## src/rtl/stall_controller_pkg.sv

```systemverilog
// Shared types and constants for the single-cycle stall controller.
// The ERROR state is only present when STALL_TIMEOUT_EN is defined.
package stall_controller_pkg;

    localparam logic [6:0]  OPCODE_LOAD          = 7'b0000011;
    localparam logic [6:0]  OPCODE_STORE         = 7'b0100011;
    localparam logic [31:0] DEFAULT_INITIAL_INST = 32'h00000013;

    typedef enum logic [2:0] {
        FETCH     = 3'd0,
        EXECUTE   = 3'd1,
        DMEM      = 3'd2,
        WRITEBACK = 3'd3
`ifdef STALL_TIMEOUT_EN
        ,
        ERROR     = 3'd4
`endif
    } stall_state_t;

    function automatic logic is_mem_op(input logic [6:0] opcode);
        return (opcode == OPCODE_LOAD) || (opcode == OPCODE_STORE);
    endfunction

endpackage

```

## src/rtl/stall_timeout_counter.sv

```systemverilog
// Wait-cycle counter: counts stalled cycles and flags when TIMEOUT_CYCLES is reached.
// Used only when STALL_TIMEOUT_EN is defined.
module stall_timeout_counter #(
    parameter int TIMEOUT_CYCLES = 255
) (
    input  logic clock,
    input  logic reset,
    input  logic clear,
    input  logic enable,
    output logic terminal
);

    localparam int W = (TIMEOUT_CYCLES < 1) ? 1 : $clog2(TIMEOUT_CYCLES + 1);

    logic [W-1:0] count;

    assign terminal = (count == W'(TIMEOUT_CYCLES));

    // Holding at the terminal value keeps the count from wrapping.
    always_ff @(posedge clock or negedge reset) begin
        if (!reset) begin
            count <= '0;
        end else if (clear) begin
            count <= '0;
        end else if (enable && !terminal) begin
            count <= count + 1'b1;
        end
    end

endmodule

```

## src/rtl/singlecycle_stall_controller.sv

```systemverilog
// Sequences fetch and data accesses over req/ack buses and gates commit enables
// so architectural state updates once per instruction. Optional timeout: STALL_TIMEOUT_EN.
module singlecycle_stall_controller
    import stall_controller_pkg::*;
#(
    parameter logic [31:0] INITIAL_INST   = DEFAULT_INITIAL_INST,
    parameter int          TIMEOUT_CYCLES = 255
) (
    input  logic         clock,
    input  logic         reset,
    input  logic         pc_write_enable_in,
    input  logic         regfile_write_enable_in,
    output logic         pc_write_enable,
    output logic         regfile_write_enable,
    output logic         imem_req,
    input  logic         imem_ack,
    input  logic [31:0]  imem_rdata,
    output logic [31:0]  inst,
    output logic         dmem_req,
    output logic         dmem_we,
    input  logic         dmem_ack,
    input  logic [31:0]  dmem_rdata,
    output logic [31:0]  data_mem_read_data,
    output logic         bus_error,
    output stall_state_t state_debug
);

    // Handshake: a request is held high until the cycle its ack is sampled on a
    // rising edge; ack may arrive in the first request cycle; acks are ignored
    // whenever the matching request is low.

    stall_state_t state, state_next;
    logic         commit;
    logic         timeout_hit;

    assign state_debug = state;

`ifdef STALL_TIMEOUT_EN
    logic waiting;
    assign waiting = ((state == FETCH) && !imem_ack) || ((state == DMEM) && !dmem_ack);

    stall_timeout_counter #(
        .TIMEOUT_CYCLES(TIMEOUT_CYCLES)
    ) u_timeout (
        .clock    (clock),
        .reset    (reset),
        .clear    (!((state == FETCH) || (state == DMEM))),
        .enable   (waiting),
        .terminal (timeout_hit)
    );

    assign bus_error = (state == ERROR);
`else
    logic unused_timeout;
    assign unused_timeout = (TIMEOUT_CYCLES != 0);
    assign timeout_hit    = 1'b0;
    assign bus_error      = 1'b0;
`endif

    always_ff @(posedge clock or negedge reset) begin
        if (!reset) begin
            state <= FETCH;
        end else begin
            state <= state_next;
        end
    end

    always_comb begin
        state_next = state;
        commit     = 1'b0;
        case (state)
            FETCH: begin
                if (imem_ack) begin
                    state_next = EXECUTE;
                end else if (timeout_hit) begin
`ifdef STALL_TIMEOUT_EN
                    state_next = ERROR;
`endif
                end
            end
            EXECUTE: begin
                if (is_mem_op(inst[6:0])) begin
                    state_next = DMEM;
                end else begin
                    commit     = 1'b1;
                    state_next = FETCH;
                end
            end
            DMEM: begin
                if (dmem_ack) begin
                    state_next = WRITEBACK;
                end else if (timeout_hit) begin
`ifdef STALL_TIMEOUT_EN
                    state_next = ERROR;
`endif
                end
            end
            WRITEBACK: begin
                commit     = 1'b1;
                state_next = FETCH;
            end
`ifdef STALL_TIMEOUT_EN
            ERROR: begin
                state_next = ERROR;
            end
`endif
            default: begin
                state_next = FETCH;
            end
        endcase
    end

    // Requests are qualified by reset so they drop the moment reset asserts.
    assign imem_req             = reset && (state == FETCH);
    assign dmem_req             = reset && (state == DMEM);
    assign dmem_we              = dmem_req && (inst[6:0] == OPCODE_STORE);
    assign pc_write_enable      = commit && pc_write_enable_in;
    assign regfile_write_enable = commit && regfile_write_enable_in;

    always_ff @(posedge clock or negedge reset) begin
        if (!reset) begin
            inst               <= INITIAL_INST;
            data_mem_read_data <= '0;
        end else begin
            if ((state == FETCH) && imem_ack) begin
                inst <= imem_rdata;
            end
            if ((state == DMEM) && dmem_ack && (inst[6:0] == OPCODE_LOAD)) begin
                data_mem_read_data <= dmem_rdata;
            end
        end
    end

endmodule

```

## config.mk

```make
export PLATFORM = sky130hd
export DESIGN_NAME = singlecycle_stall_controller
export DESIGN_NICKNAME = d
export VERILOG_FILES = /design/src/rtl/stall_controller_pkg.sv /design/src/rtl/stall_timeout_counter.sv /design/src/rtl/singlecycle_stall_controller.sv
export SDC_FILE = /design/constraint.sdc
export NUM_CORES = 1
export LEC_CHECK = 0
export CAP_MARGIN = 0
export CORE_MARGIN = 5
export CORE_UTILIZATION = 35
export DETAILED_ROUTE_END_ITERATION = 7
export PLACE_DENSITY = 0.76
export SLEW_MARGIN = 20
export SYNTH_ARGS = -nofsm -noshare
export SYNTH_HDL_FRONTEND = slang
export SYNTH_SLANG_ARGS = --single-unit
```

## constraint.sdc

```tcl
create_clock -name clock -period 1.6 [get_ports clock]
set_clock_uncertainty 0.05 [all_clocks]
set_input_delay 0.24 -clock clock [delete_from_list [all_inputs] [get_ports clock]]
set_output_delay 0.24 -clock clock [all_outputs]
set_load 0.02 [all_outputs]
```

==> results.json <==
{
  "status": "finished with violations",
  "violations": "hold timing, setup timing",
  "pwr-share-seq_pct": 44.5,
  "worstRegToRegCells": 6,
  "drc": 0,
  "cts_num_sinks": 66,
  "grt_start_max_net_pins": 45,
  "worstMarginPinSlew_ns": 0.545,
  "dpl.hpwl_mm": 5.35,
  "start_util_pct": 35.4,
  "multi_input_area_um2": 1060,
  "yosys.area_share.xor_xnor_pct": 0,
  "startpoint_type": "register",
  "cts-buffers-inserted": 9,
  "grt_setup_unrepaired": "true",
  "cpPeakStageDelay_ns": 0.41,
  "first_iter_violations": 26,
  "fillers": 596,
  "p_sw_mw": 1.19,
  "die_w_um": 97.8,
  "setup_viol": 35,
  "drv_cap": 0,
  "crit_buf_inv": 1,
  "path_cells": "nor4_4 > nand2_2 > o211a_1 > buf_2",
  "diodes": 0,
  "vias_per_cell": 4.41,
  "gp_congestion": 0.693,
  "core_area_um2": 7610,
  "dr.pass1.iters": 5,
  "syn_to_final_growth_pct": 80.0,
  "slowest_stage": "dfrtp_1",
  "fin_area_um2": 4850,
  "power_density_nw_per_um2": 900,
  "wl_met3_um": 513,
  "fmax_mhz": 562,
  "synth_simple_gate_area_share_pct": 3.71,
  "ys_ff_latch": 66,
  "syn_avg_cell_area_um2": 17.1,
  "clkPwrFrac_pct": 27.9,
  "cts-root-buf": "clkbuf_8",
  "grt_overflow_total": 0,
  "synth_compound_area_share_pct": 1.11,
  "grt_antenna_before_repair": 0,
  "netlist_area_um2": 2700,
  "intPower_mw": 3.17,
  "hold_path_class": "primary input to asynchronous set/reset pin",
  "seq_area_frac_synth_pct": 61.4,
  "syn_inst": 158,
  "grt_first_pass_wirelength_mm": 11.6,
  "layout_common_cells": "70 x clkdlybuf4s50_1, 62 x dfrtp_1, 47 x mux2_4",
  "io_buffers": 140,
  "met1_length_mm": 2.90,
  "wl_per_cell_um": 17.0,
  "yosysWarnings": 0,
  "hold_viol": 44,
  "fp-row-count": 32,
  "grt_pass1_vias": 2245,
  "peakVddDrop_mv": 0.621,
  "crit_path_max_fanout": 3,
  "ant_nets": 0,
  "layout-drive-gt1-share_pct": 37.6,
  "grt_usage_pct": 15.5,
  "cts_tree": "yes",
  "worst_slack_ns": -0.180,
  "vias": 1942,
  "die_h_um": 97.8,
  "clkSlewWorstSetupHoldPaths_ns": 0.07,
  "synth_adder_area_share_pct": 0,
  "cp.depth": 4,
  "final_common_cell": "clkdlybuf4s50_1",
  "ys_types": 23,
  "final-seq-area_um2": 1660,
  "p_leak_nw": 2.84,
  "cp_top_family": "flip-flops",
  "maxSlewHeadroom_pct": 63.7,
  "final_core_utilization_pct": 63.8,
  "clkLatencyLatePin_ns": 0.32,
  "dpl-instance-area_um2": 4370,
  "slew_violations": 0,
  "p_comb_share_pct": 27.6,
  "final_nets": 404,
  "worst_ep_required_time_ns": 1.31,
  "switching_share_pct": 27.3,
  "fin_crit_ns": 1.78,
  "worstSetupPathType": "register to output pin",
  "worst_setup_path_end_kind": "output pin",
  "hold_slack_ns": -0.0172,
  "clockBufferDepth": 2,
  "drt-total-wl_mm": 7.49,
  "dieArea_um2": 9560,
  "htreeDepth": 3,
  "place_inst": 416,
  "period_share_pct": 111,
  "synth_top_family_by_area": "multiplexers",
  "synth_mux_area_share_pct": 30.9,
  "fin_cells": 440,
  "wl_met2_mm": 4.00,
  "highest_layer": "met4",
  "ios": 143,
  "cp.arrival_ns": 1.49
}
==> registers in the layout, indices dropped and copies added, names as in the netlist <==
name and count:
state_debug 2, data_mem_read_data 32, inst 32
==> metal layers <==
metal,track usage [%],up-vias
li1,-,905
met5,0,-
met3,5.43,6
met1,17.4,953
met2,27.3,78
met4,5.75,0
==> kinds of logic (layout without fill, tap and decap cells) <==
family          Yosys count  in the layout
simple gates             13             13
mux                      64             64
other cells               1              2
flops                    66             66
compound gates            4              4
buf+inv                  10            189
==> area by class of cell <==
cell class | count | share of cell area (%)
Clock buffer | 12 | 3.20
Clock inverter | 3 | 0.309
Inverter | 1 | 0.0774
Multi-Input combinational cell | 83 | 21.8
Sequential cell | 66 | 34.1
Tap cell | 102 | 2.63
Timing Repair Buffer | 173 | 37.9
==> worst paths after layout <==
| check | start | slack (ns) | end |
|---|---|---|---|
| max in group asynchronous | reset | 0.69 | inst[1] |
| hold reg to reg | inst[8] | 0.45 | inst[8] |
| setup / recovery | inst[2] | -0.18 | pc_write_enable |
| min in group clock | inst[8] | 0.45 | inst[8] |
| hold / removal | reset | -0.02 | data_mem_read_data[13] |
| setup reg to reg | inst[2] | -0.09 | data_mem_read_data[16] |
==> per-stage QoR <==
stage               hold slack [ns]  worst slack, ns  total power, mW  TNS [ns]
finish                      -0.0172           -0.180             4.36     -2.78
detailed placement            0.321           -0.274             3.14     -8.51
global placement              0.319           -0.255             3.12     -7.79
CTS                         0.00265           -0.203             4.42     -5.27
global route                 0.0406           -0.279             4.58     -5.67
floorplan                    -0.106          -0.0535             2.44     -1.61
==> power by group through the flow <==
stage                     logic (mW)  registers [mW]  clock network, mW
final                           1.20            1.94               1.22
after CTS                       1.21            1.95               1.26
after detailed placement        1.16            1.97                  0
after global placement          1.15            1.97                  0
after floorplan                0.254            2.19                  0
after global routing            1.27            1.96               1.34
==> what timing repair did <==
item                                   in CTS  in global routing
buffers inserted                            4                  3
hold buffers                                1                  0
pin swaps                                   6                  1
gates cloned                                4                  0
setup endpoints to repair                  86                105
gates resized for setup                    77                 48
endpoints found under the hold margin      19                  0
==> synthesized netlist by cell type <==
cell	instances	share of area, %
inv_1	1	0.14
nand4_1	1	0.23
nand2b_1	1	0.23
buf_2	4	0.74
a21oi_1	1	0.19
nor2_1	1	0.14
buf_4	2	0.56
conb_1	1	0.14
nand2_1	3	0.42
and3b_1	1	0.33
buf_6	3	1.3
nor4_4	1	0.79
dfstp_2	3	2.9
and2_1	1	0.23
nand3_2	1	0.37
o21ai_0	1	0.19
dfrtp_1	63	58
nor2_2	1	0.23
nor3b_1	1	0.28
mux2_2	34	14
and4bb_1	1	0.46
mux2_4	30	17
o211a_1	2	0.74
No activity file was read; power rests on OpenSTA's default activity.
